===== src/rtl/rr_req_arbiter_pkg.sv =====
// Shared types and defaults for the round-robin request arbiter.
// Widths here set the default N_REQ/IDX_W used by the pick and encode logic.
package arb_pkg;

  localparam int unsigned N_REQ = 8;
  localparam int unsigned IDX_W = $clog2(N_REQ);

  typedef enum logic [0:0] {
    StIdle,
    StGrant
  } arb_state_e;

  // OR-reduction encoder; the input is assumed one-hot or zero.
  function automatic logic [IDX_W-1:0] onehot2idx(input logic [N_REQ-1:0] oh);
    logic [IDX_W-1:0] idx;
    idx = '0;
    for (int i = 0; i < N_REQ; i++) begin
      if (oh[i]) begin
        idx = idx | IDX_W'(i);
      end
    end
    return idx;
  endfunction

endpackage


===== src/rtl/rr_req_arbiter_if.sv =====
// Request/grant bundle between requesting agents (master) and the arbiter (slave).
interface rr_req_arbiter_if #(
  parameter int unsigned N_REQ = 8,
  parameter int unsigned IDX_W = 3
) ();

  logic [N_REQ-1:0] req;
  logic             done;
  logic [N_REQ-1:0] gnt;
  logic [IDX_W-1:0] gnt_idx;
  logic             gnt_vld;
  logic             timeout_err;

  modport master (
    output req,
    output done,
    input  gnt,
    input  gnt_idx,
    input  gnt_vld,
    input  timeout_err
  );

  modport slave (
    input  req,
    input  done,
    output gnt,
    output gnt_idx,
    output gnt_vld,
    output timeout_err
  );

endinterface


===== src/rtl/rr_req_arbiter_pick.sv =====
// Combinational round-robin pick: rotate req so ptr is bit 0, take the lowest set bit,
// rotate the result back. N_REQ must be a power of two so index sums wrap naturally.
module rr_pick
  import arb_pkg::*;
#(
  parameter int unsigned N_REQ = arb_pkg::N_REQ,
  parameter int unsigned IDX_W = arb_pkg::IDX_W
) (
  input  logic [N_REQ-1:0] i_req,
  input  logic [IDX_W-1:0] i_ptr,
  output logic [N_REQ-1:0] o_pick,
  output logic [IDX_W-1:0] o_idx,
  output logic             o_any
);

  logic [N_REQ-1:0] w_rot;
  logic [N_REQ-1:0] w_rot_pick;

  always_comb begin
    w_rot = '0;
    for (int i = 0; i < N_REQ; i++) begin
      w_rot[i] = i_req[IDX_W'(i) + i_ptr];
    end
  end

  assign w_rot_pick = w_rot & (~w_rot + N_REQ'(1));

  always_comb begin
    o_pick = '0;
    for (int i = 0; i < N_REQ; i++) begin
      o_pick[IDX_W'(i) + i_ptr] = w_rot_pick[i];
    end
  end

  assign o_idx = onehot2idx(o_pick);
  assign o_any = |i_req;

endmodule


===== src/rtl/rr_req_arbiter.sv =====
// Round-robin arbiter: IDLE/GRANT FSM, rotating priority pointer and registered grant.
// Define ARB_TIMEOUT_EN to force a release (with timeout_err) after TIMEOUT_CYC grant cycles.
module rr_req_arbiter
  import arb_pkg::*;
#(
  parameter int unsigned N_REQ       = arb_pkg::N_REQ,
  parameter int unsigned IDX_W       = arb_pkg::IDX_W,
  parameter int unsigned TIMEOUT_CYC = 16
) (
  input  logic           i_clk,
  input  logic           i_rst_n,
  rr_req_arbiter_if.slave bus
);

  arb_state_e       r_state, w_state_d;
  logic [IDX_W-1:0] r_ptr, w_ptr_d;
  logic [N_REQ-1:0] r_gnt, w_gnt_d;
  logic [IDX_W-1:0] r_gnt_idx, w_gnt_idx_d;

  logic [N_REQ-1:0] w_pick;
  logic [IDX_W-1:0] w_pick_idx;
  logic             w_any;
  logic             w_release;
  logic             w_force;

  rr_pick #(
    .N_REQ (N_REQ),
    .IDX_W (IDX_W)
  ) u_pick (
    .i_req  (bus.req),
    .i_ptr  (r_ptr),
    .o_pick (w_pick),
    .o_idx  (w_pick_idx),
    .o_any  (w_any)
  );

  // done and a dropped owner request collapse into a single release.
  assign w_release = bus.done | ~bus.req[r_gnt_idx];

`ifdef ARB_TIMEOUT_EN
  localparam int unsigned CNT_W = $clog2(TIMEOUT_CYC) + 1;

  logic [CNT_W-1:0] r_cnt, w_cnt_d;
  logic             r_tmo, w_tmo_d;

  // r_cnt is 0 during the first GRANT cycle, so the force fires on the TIMEOUT_CYC-th.
  assign w_force = (r_state == StGrant) && (r_cnt == CNT_W'(TIMEOUT_CYC - 1));
  assign w_cnt_d = (r_state == StGrant) ? r_cnt + CNT_W'(1) : '0;
  assign w_tmo_d = w_force & ~w_release;

  always_ff @(posedge i_clk or negedge i_rst_n) begin
    if (!i_rst_n) begin
      r_cnt <= '0;
      r_tmo <= 1'b0;
    end else begin
      r_cnt <= w_cnt_d;
      r_tmo <= w_tmo_d;
    end
  end

  assign bus.timeout_err = r_tmo;
`else
  assign w_force         = 1'b0;
  assign bus.timeout_err = 1'b0;
`endif

  always_comb begin
    w_state_d   = r_state;
    w_ptr_d     = r_ptr;
    w_gnt_d     = r_gnt;
    w_gnt_idx_d = r_gnt_idx;
    unique case (r_state)
      StIdle: begin
        if (w_any) begin
          w_gnt_d     = w_pick;
          w_gnt_idx_d = w_pick_idx;
          w_state_d   = StGrant;
        end
      end
      StGrant: begin
        if (w_release || w_force) begin
          w_gnt_d     = '0;
          w_gnt_idx_d = '0;
          w_ptr_d     = r_gnt_idx + IDX_W'(1);
          w_state_d   = StIdle;
        end
      end
      default: w_state_d = StIdle;
    endcase
  end

  always_ff @(posedge i_clk or negedge i_rst_n) begin
    if (!i_rst_n) begin
      r_state   <= StIdle;
      r_ptr     <= '0;
      r_gnt     <= '0;
      r_gnt_idx <= '0;
    end else begin
      r_state   <= w_state_d;
      r_ptr     <= w_ptr_d;
      r_gnt     <= w_gnt_d;
      r_gnt_idx <= w_gnt_idx_d;
    end
  end

  assign bus.gnt     = r_gnt;
  assign bus.gnt_idx = r_gnt_idx;
  assign bus.gnt_vld = |r_gnt;

endmodule

===== src/flat_wrapper.sv =====
// flat-port wrapper written by rule: the top's interface ports become plain ports
module rr_req_arbiter_flat import arb_pkg::*;
#(
  parameter int unsigned N_REQ       = arb_pkg::N_REQ,
  parameter int unsigned IDX_W       = arb_pkg::IDX_W,
  parameter int unsigned TIMEOUT_CYC = 16
)
  (i_clk, i_rst_n, bus_req, bus_done, bus_gnt, bus_gnt_idx, bus_gnt_vld, bus_timeout_err);
  rr_req_arbiter_if #(.N_REQ(N_REQ), .IDX_W(IDX_W)) bus_i ();
  input  logic i_clk;
  input  logic i_rst_n;
  input wire logic [$bits(bus_i.req)-1:0] bus_req;
  input wire logic [$bits(bus_i.done)-1:0] bus_done;
  output wire logic [$bits(bus_i.gnt)-1:0] bus_gnt;
  output wire logic [$bits(bus_i.gnt_idx)-1:0] bus_gnt_idx;
  output wire logic [$bits(bus_i.gnt_vld)-1:0] bus_gnt_vld;
  output wire logic [$bits(bus_i.timeout_err)-1:0] bus_timeout_err;
  assign bus_i.req = bus_req;
  assign bus_i.done = bus_done;
  assign bus_gnt = bus_i.gnt;
  assign bus_gnt_idx = bus_i.gnt_idx;
  assign bus_gnt_vld = bus_i.gnt_vld;
  assign bus_timeout_err = bus_i.timeout_err;
  rr_req_arbiter #(.N_REQ(N_REQ), .IDX_W(IDX_W), .TIMEOUT_CYC(TIMEOUT_CYC)) u_core (.i_clk(i_clk), .i_rst_n(i_rst_n), .bus(bus_i));
endmodule

===== config.mk =====
export PLATFORM = sky130hd
export DESIGN_NAME = rr_req_arbiter_flat
export DESIGN_NICKNAME = d
export VERILOG_FILES = /design/src/rtl/rr_req_arbiter_pkg.sv /design/src/rtl/rr_req_arbiter_if.sv /design/src/rtl/rr_req_arbiter_pick.sv /design/src/rtl/rr_req_arbiter.sv /design/src/flat_wrapper.sv
export SDC_FILE = /design/constraint.sdc
export NUM_CORES = 1
export LEC_CHECK = 0
export ABC_AREA = 1
export BUFFER_PORTS_ARGS = -buffer_cell sky130_fd_sc_hd__buf_2
export CORE_MARGIN = 4
export CORE_UTILIZATION = 40
export CTS_CLUSTER_SIZE = 25
export DETAILED_ROUTE_END_ITERATION = 6
export PLACE_DENSITY_LB_ADDON = 0.12
export SETUP_SLACK_MARGIN = 0.02
export SLEW_MARGIN = 30
export SYNTH_ARGS = -nofsm -noshare
export SYNTH_HDL_FRONTEND = slang
export SYNTH_SLANG_ARGS = --single-unit

===== constraint.sdc =====
create_clock -name i_clk -period 4.54 [get_ports i_clk]
set_input_delay 0.454 -clock i_clk [delete_from_list [all_inputs] [get_ports i_clk]]
set_output_delay 0.454 -clock i_clk [all_outputs]
set_load 0.02 [all_outputs]

==> flow_summary.ini, run 1 <==
[run_status]
status = completed

[drt]
num_vias = 2380
wl_met2_um = 3010
ant_nets = 0
dr.pass1.iters = 4
m1WireLength_um = 3150
dr_wl_met3_um = 237
wl_um = 6500
top_layer_used = met4
drc = 0
detail_route.iter0.violations = 234
avgViaCountPerCell = 5.27
wl_per_cell_um = 14.4

[setup_path]
crit_path_end_kind = register
cp.arrival_ns = 3.81
crit_path_end = u_core.bus.gnt_idx[1]$_DFFE_PN0P_
startpoint_type = register
path_class = register to register
reg2reg_to = u_core.bus.gnt_idx[1]$_DFFE_PN0P_
setup.worst_path.start = u_core.r_ptr[0]$_DFFE_PN0P_
rr_worst_depth = 17
worstPathRequired_ns = 4.67
path_max_fanout = 24
reg2reg_from = u_core.r_ptr[0]$_DFFE_PN0P_
reg2reg_setup_slack_ns = 0.86

[die]
initial_core_util_pct = 42.6
core-area_sq_um = 4880
io-pin-count = 24
die_area_sq_um = 6420
std_cell_rows = 25
die_y_um = 80.1
die_w_um = 80.1

[clock_network]
cts_buffer_depth = 2
cts_buffers = 3
ctsResizeCount = 0
cts.clk_slew.worst_paths_ns = 0.06
htree_levels = 1
cts_root_buf = clkbuf_8
cts_tree = built
postCtsHoldBufs = 0
clkLatencyLatePin_ns = 0.25
clock_sinks = 15
postCtsSetupBuffers = 0

[global_route]
gr-total-overflow = 0
grt_pass1_wl_um = 10600
grt_use_total_pct = 20.9
grt_max_degree = 25
first_global_vias = 2118
antenna_found_initial = 0

[sta]
final_hold_viol_count = 0
post-route-period-util_pct = 81.0
worst_slew_pin_slew_ns = 0.726
setup_viol = 0
slew_headroom_pct = 51.6
fin_skew_ns = 0.00294
tns_ns = 0
slew_viol_final = 0
fmax_mhz = 272
rsz0062_at_grt = no
setup_ws_ns = 0.864
period_minus_slack_ns = 3.68

[layout]
nets = 404
synthToLayoutAreaGrowth_pct = 9.15
drive_gt1_share_pct = 14.8
antenna_cells = 0

[synth]
syn_inst = 367
ys_ff_latch = 15
synth_edf_count = 0
syn_area_per_cell_sq_um = 5.67
async_flop_share_pct = 100
yosys_warnings = 0
synth_cell_types = 35
synth_nets = 385
syn_area_sq_um = 2080
seq_area_frac_synth_pct = 18.1
synth-main-ff-cell = dfrtp_1

[place]
place_ws_ns = 0.956
place.gp.congestion = 0.968
port_buffers = 22
dp.final_hpwl_um = 5300

[run]
max_cap_violations = 0

[min_path]
hold_path.class = primary input to async pin
worst min path at each step:
stage,from,end,slack (ns)
3_3_place_gp,i_rst_n,u_core.bus.gnt[1]$_DFFE_PN0P_,0.37
2_1_floorplan,i_rst_n,u_core.bus.gnt[0]$_DFFE_PN0P_,0.16
4_1_cts,i_rst_n,u_core.bus.gnt[1]$_DFFE_PN0P_,0.10
3_5_place_dp,i_rst_n,u_core.bus.gnt[1]$_DFFE_PN0P_,0.37
6_report,i_rst_n,u_core.bus.gnt_idx[1]$_DFFE_PN0P_,0.1
5_1_grt,i_rst_n,u_core.bus.gnt[2]$_DFFE_PN0P_,0.12
metal layers:
layer / global-route usage, % / up-vias
li1: - / 1232
met1: 29.4 / 1068
met2: 34.4 / 70
met3: 1.23 / 10
met4: 5.74 / 0
met5: 0 / -
final cells by class:
| cell class | count | area [sq um] |
|---|---|---|
| Clock buffer | 4 | 45.0 |
| Inverter | 44 | 165 |
| Tap cell | 67 | 83.8 |
| Sequential cell | 15 | 375 |
| Multi-Input combinational cell | 300 | 1490 |
| Fill cell | 566 | 2610 |
| Timing Repair Buffer | 22 | 110 |
critical path: stages (launching register included):
cell and delay [ns]:
dfrtp_1 0.81, inv_2 0.34, ha_1 0.59, inv_1 0.26, nand3_1 0.18, nand2_1 0.10, nand2_1 0.08, nand2_2 0.10
nand3_1 0.23, nand2_1 0.08, nand2_1 0.07, nand3_1 0.07, nand2_1 0.07, nand2_1 0.06, a21boi_1 0.28, nand2_1 0.10
nand2_1 0.07, nand3_1 0.08
stage by stage:
stage	hold slack, ns	instances	util (%)	instance area [sq um]
2_1_floorplan	0.158	367	-	2080
3_3_place_gp	0.370	448	45.6	2220
3_5_place_dp	0.372	448	45.6	2220
4_1_cts	0.103	452	46.5	2270
5_1_grt	0.115	452	46.5	2270
6_report	0.0959	452	46.5	2270
synth_stat cells (2+ instances only):
cell | instances | share of area, %
a21oi_1 | 22 | 5.3
buf_2 | 3 | 0.72
buf_4 | 2 | 0.72
clkbuf_1 | 2 | 0.36
dfrtp_1 | 15 | 18
ha_1 | 7 | 4.2
inv_1 | 37 | 6.7
inv_2 | 7 | 1.3
nand2_1 | 150 | 27
nand2_2 | 9 | 2.7
nand2_4 | 2 | 1.1
nand3_1 | 37 | 8.9
nand3_2 | 5 | 2.4
nand4_1 | 6 | 1.8
nor2_1 | 8 | 1.4
nor2_2 | 3 | 0.90
nor3_1 | 12 | 2.9
nor3_4 | 2 | 1.6
nor4_1 | 3 | 0.90
o21ai_0 | 14 | 3.4
o21ai_1 | 3 | 0.72
o21bai_1 | 4 | 1.4
o22ai_1 | 2 | 0.60
sequential cells by signal, summed over array words and instances (netlist names):
name,cells
u_core.bus.gnt,8
u_core.bus.gnt_idx,3
u_core.r_ptr,3
u_core.r_state,1
placed cells by master (no fill, tap or decap), types with 2 or more instances in the layout:
cell | netlist | final
nand2_4 | 2 | 2
nand2_2 | 9 | 9
dfrtp_1 | 15 | 15
nand3_2 | 5 | 5
o21ai_0 | 14 | 14
buf_2 | 3 | 22
o22ai_1 | 2 | 2
o21ai_1 | 3 | 3
nor2_2 | 3 | 3
ha_1 | 7 | 7
nand4_1 | 6 | 6
inv_1 | 37 | 37
nor3_4 | 2 | 2
o21bai_1 | 4 | 4
nor3_1 | 12 | 12
a21oi_1 | 22 | 22
nand3_1 | 37 | 37
nor4_1 | 3 | 3
nand2_1 | 150 | 150
clkbuf_8 | 0 | 3
inv_2 | 7 | 7
nor2_1 | 8 | 8
logic make-up (layout without fill, tap and decap cells):
| group | Yosys count | in the layout | synth area share, % |
|---|---|---|---|
| AO/OA/AOI/OAI | 52 | 52 | 14.1 |
| other | 1 | 1 | 0.180 |
| flip-flops | 15 | 15 | 18.1 |
| XOR/XNOR | 1 | 1 | 0.421 |
| buffers and inverters | 52 | 70 | 10.3 |
| AND/OR/NAND/NOR | 239 | 239 | 52.7 |
| adder cells (fa/ha/maj) | 7 | 7 | 4.21 |
Power of run 1 is left out: the tool's default activity adds up to more than one toggle a clock period on the data nets, which glitch-free logic cannot reach.
==> inputs of run 2 (changes only) <==
==> constraint.sdc (replaced) <==
create_clock -name i_clk -period 3.45 [get_ports i_clk]
set_input_delay 0.345 -clock i_clk [delete_from_list [all_inputs] [get_ports i_clk]]
set_output_delay 0.345 -clock i_clk [all_outputs]
set_load 0.02 [all_outputs]
==> run 2 against run 1 <==
Net effect: maximum frequency up 27%; critical path depth is the same; clock-buffer cell count unchanged; worst setup slack lost 0.30 ns; non-clock buffer count increased by 5; die area stayed put; via count rose by 0.80%; largest cell class unchanged; sequential share of layout area decreased by 0.29 points; highest routed layer unchanged; global-route usage down 0.34 points; design area increased by 1.8%; register-to-register slack lost 0.30 ns; final cell count increased by 1.1%.
==> flow_summary.ini, run 2 (same netlist as run 1, synthesis figures left out) <==
[global_route]
first_global_vias = 2222
grt_pass1_wl_um = 10600
antenna_found_initial = 0
top_usage_layer = met2
grt_use_total_pct = 20.5
grt_use_met3_pct = 0.897
grt_use_met1_pct = 30.1
gr-total-overflow = 0
grtUsageMet2_pct = 32.2
grt_max_degree = 21

[clock_network]
cts.clk_slew.worst_paths_ns = 0.06
cts_buffer_depth = 2
cts_tree = built
ctsResizeCount = 0
postCtsSetupBuffers = 0
cts_root_buf = clkbuf_8
postCtsHoldBufs = 1
clkLatencyLatePin_ns = 0.25
cts_buffers = 3
clock_sinks = 15
htree_levels = 1

[setup_path]
cp.arrival_ns = 3.01
critPathMaxStageDelay_ns = 0.50
startpoint_type = register
cp_top_family = simple AND/OR/NAND/NOR gates
path_class = register to register
crit_path_end_kind = register
worstPathRequired_ns = 3.58
crit_chain = inv_1 > ha_1 > buf_4 > nand3_1 > nand2_1 > nand2_1 > nand2_2 > nand3_1 > nand2_1 > nand2_1 > nand3_1 > nand2_1 > nand2_1 > a21boi_1 > nand3_1 > nand2_1 > nand2_1
path_max_fanout = 9
crit_slowest_cell = dfrtp_1
crit_top_cell = nand2_1
critPathBufInv = 2

[die]
die_y_um = 80.1
initial_core_util_pct = 42.6
die_w_um = 80.1
io-pin-count = 24
std_cell_rows = 25
die_area_sq_um = 6420
core-area_sq_um = 4880

[sta]
worst_slew_pin_slew_ns = 0.668
slew_viol_final = 0
fin_skew_ns = 0.00602
slew_headroom_pct = 55.3
post-route-period-util_pct = 83.6
rsz0062_at_grt = no
final_hold_viol_count = 0
period_minus_slack_ns = 2.88
fmax_mhz = 347
tns_ns = 0
setup_viol = 0
hold_ws_ns = 0.447

[layout]
regArea_sq_um = 375
nets = 409
post-route-util_pct = 47.3
fillers = 548
drive_gt1_share_pct = 15.6
antenna_cells = 0
final_common_cell = nand2_1
final_area_sq_um = 2310
multiInputGateArea_sq_um = 1490
synthToLayoutAreaGrowth_pct = 11.1
largest_reg_flops = 8
layout_common_cells = nand2_1, inv_1, nand3_1

[run]
max_cap_violations = 0

[drt]
avgViaCountPerCell = 5.25
wl_um = 6070
dr.pass1.iters = 5
num_vias = 2399
drc = 0
wl_per_cell_um = 13.3
detail_route.iter0.violations = 176
ant_nets = 0

[place]
dp.final_hpwl_um = 4980
port_buffers = 22
placed_area_sq_um = 2250
place.gp.congestion = 0.936

[run_status]
status = completed

[min_path]
hold_path.class = primary input to register
run 2: cell count changes in the layout (fill, tap and decap cells not counted):
cell | previous run | this run
buf_4 | 0 | 4
dlygate4sd3_1 | 0 | 1
run 2: worst min-delay path: stages:
cell and delay [ns]:
buf_2 0.08, inv_1 0.03, o211ai_1 0.12, o21ai_0 0.09
run 2: area by class of cell:
class                   instances  share of cell area (%)
well taps                      67                    3.63
repair buffers                 27                    6.50
clock buffers                   4                    1.95
inverters                      44                    7.15
flip-flops and latches         15                    16.3
multi-input cells             300                    64.5
run 2: layer usage:
metal | wire length [um] | vias up
met5 | 0 | -
met4 | 124 | 0
met3 | 239 | 12
met2 | 2710 | 76
met1 | 3000 | 1076
li1 | - | 1235
run 2: metrics by stage:
step | worst slack (ns) | cells
3_5_place_dp | 0.584 | 452
6_report | 0.567 | 457
5_1_grt | 0.168 | 457
3_3_place_gp | 0.620 | 452
2_1_floorplan | 0.910 | 367
4_1_cts | 0.560 | 457
run 2: final timing paths:
check,depth (start not counted),endpoint,from,slack [ns]
setup / recovery,17,u_core.bus.gnt_idx[2]$_DFFE_PN0P_,u_core.r_ptr[1]$_DFFE_PN0P_,0.57
hold / removal,4,u_core.r_state$_DFF_PN0_,bus_done,0.45
setup reg to reg,17,u_core.bus.gnt_idx[2]$_DFFE_PN0P_,u_core.r_ptr[1]$_DFFE_PN0P_,0.57
hold reg to reg,2,u_core.bus.gnt[3]$_DFFE_PN0P_,u_core.bus.gnt[3]$_DFFE_PN0P_,0.51
max in group asynchronous,2,u_core.bus.gnt_idx[2]$_DFFE_PN0P_,i_rst_n,2.69
min in group asynchronous,2,u_core.bus.gnt[5]$_DFFE_PN0P_,i_rst_n,0.51
Power of run 2 is left out for the same reason.
==> inputs of run 3 (changes only) <==
==> constraint.sdc (replaced) <==
create_clock -name i_clk -period 2.9 [get_ports i_clk]
set_input_delay 0.29 -clock i_clk [delete_from_list [all_inputs] [get_ports i_clk]]
set_output_delay 0.29 -clock i_clk [all_outputs]
set_load 0.02 [all_outputs]
==> run 3 against run 2 <==
Net effect: design area rose by 0.70%; critical path type unchanged; clock-buffer cell count did not move; final cell count rose by 0.44%; global-route usage barely moved; clock skew fell by 0.0037 ns; non-clock buffer count rose by 2.
==> flow_summary.ini, run 3 (same netlist as run 1, synthesis figures left out) <==
[global_route]
grt_pass1_wl_um = 10700
grt_use_total_pct = 20.6
grt_max_degree = 21
antenna_found_initial = 0
first_global_vias = 2247
gr-total-overflow = 0

[sta]
worst_slew_pin_slew_ns = 0.674
tns_ns = 0
post-route-period-util_pct = 91.0
period_minus_slack_ns = 2.64
slew_viol_final = 0
fin_skew_ns = 0.00228
slew_headroom_pct = 54.9
final_hold_viol_count = 0
rsz0062_at_grt = no
fmax_mhz = 379
setup_viol = 0

[setup_path]
path_class = register to register
crit_top_cell = nand2_1
crit_path_end_kind = register
cp_top_family = simple AND/OR/NAND/NOR gates
crit_slowest_cell = dfrtp_2
startpoint_type = register
crit_chain = inv_1 > ha_1 > inv_1 > nand3_1 > nand2_1 > nand2_1 > nand2_2 > nand3_1 > inv_1 > o21ai_0 > nand3_1 > nand2_1 > nand2_1 > nand2_1 > a21oi_2 > nor2_1 > nand2_1
worstPathRequired_ns = 3.08
critPathBufInv = 3
path_max_fanout = 8
critPathMaxStageDelay_ns = 0.44
cp.arrival_ns = 2.82

[layout]
fillers = 569
regArea_sq_um = 377
largest_reg_flops = 8
antenna_cells = 0
final_area_sq_um = 2330
synthToLayoutAreaGrowth_pct = 11.9
final_common_cell = nand2_1
post-route-util_pct = 47.7
layout_common_cells = nand2_1, inv_1, nand3_1
nets = 411
multiInputGateArea_sq_um = 1490
fin_cells = 459
drive_gt1_share_pct = 16.3

[drt]
ant_nets = 0
num_vias = 2450
drc = 0
detail_route.iter0.violations = 247
wl_per_cell_um = 13.7
dr.pass1.iters = 5
wl_um = 6280
avgViaCountPerCell = 5.34

[die]
initial_core_util_pct = 42.6
io-pin-count = 24
die_w_um = 80.1
die_area_sq_um = 6420
core-area_sq_um = 4880
die_y_um = 80.1
std_cell_rows = 25

[min_path]
hold_path.class = primary input to register

[clock_network]
htree_levels = 1
clock_sinks = 15
clkLatencyLatePin_ns = 0.24
cts_buffer_depth = 2
cts_root_buf = clkbuf_8
cts_tree = built
cts.clk_slew.worst_paths_ns = 0.06
cts_buffers = 3

[place]
port_buffers = 22
dp.cells = 454
dp.final_hpwl_um = 5040
place.gp.congestion = 1.06
placed_area_sq_um = 2270

[run]
max_cap_violations = 0

[run_status]
status = completed
## run 3: cell types whose count changed in the layout (fill, tap and decap cells not counted), sizes merged
cell  change
buf       +2
## run 3: worst paths after layout
check / start / endpoint / slack [ns] / cells past startpoint
worst min register to register: u_core.bus.gnt[1]$_DFFE_PN0P_ / u_core.bus.gnt[1]$_DFFE_PN0P_ / 0.50 / 1
worst min-delay path: bus_done / u_core.r_state$_DFF_PN0_ / 0.39 / 4
max in group asynchronous: i_rst_n / u_core.r_ptr[1]$_DFFE_PN0P_ / 2.15 / 2
min in group asynchronous: i_rst_n / u_core.bus.gnt[1]$_DFFE_PN0P_ / 0.48 / 2
worst max-delay path: u_core.r_ptr[1]$_DFFE_PN0P_ / u_core.bus.gnt_idx[0]$_DFFE_PN0P_ / 0.26 / 17
worst max register to register: u_core.r_ptr[1]$_DFFE_PN0P_ / u_core.bus.gnt_idx[0]$_DFFE_PN0P_ / 0.26 / 17
## run 3: per-layer routing
layer,part of all wire (%),vias up,GRT usage [%]
li1,-,1237,-
met1,48,1108,29.8
met2,45,93,32.8
met3,5.7,12,1.46
met4,1.6,0,5.41
met5,0,-,0
## run 3: repair_timing
item	in CTS	in global routing
buffers inserted	0	0
setup endpoints to repair	0	4
hold buffers	1	0
endpoints found under the hold margin	15	0
resized for setup	0	1
## run 3: worst min-delay path: cells and delay by family
| family | cells | cell delay [ns] |
|---|---|---|
| buffers and inverters | 2 | 0.10 |
| AOI/OAI and AO/OA | 2 | 0.20 |
## run 3: cell type report
cell class	instances	area share (%)
Sequential cell	15	16.2
Clock buffer	4	1.94
Tap cell	67	3.60
Inverter	44	7.10
Multi-Input combinational cell	300	64.1
Timing Repair Buffer	29	7.10
## run 3: stage by stage
step | hold WS [ns] | setup slack (ns)
after floorplan | -0.00559 | 0.360
after global placement | 0.208 | 0.306
after detailed placement | 0.208 | 0.234
after CTS | 0.392 | 0.215
after global routing | 0.445 | 0.0636
final | 0.394 | 0.262
Power of run 3 is left out for the same reason.
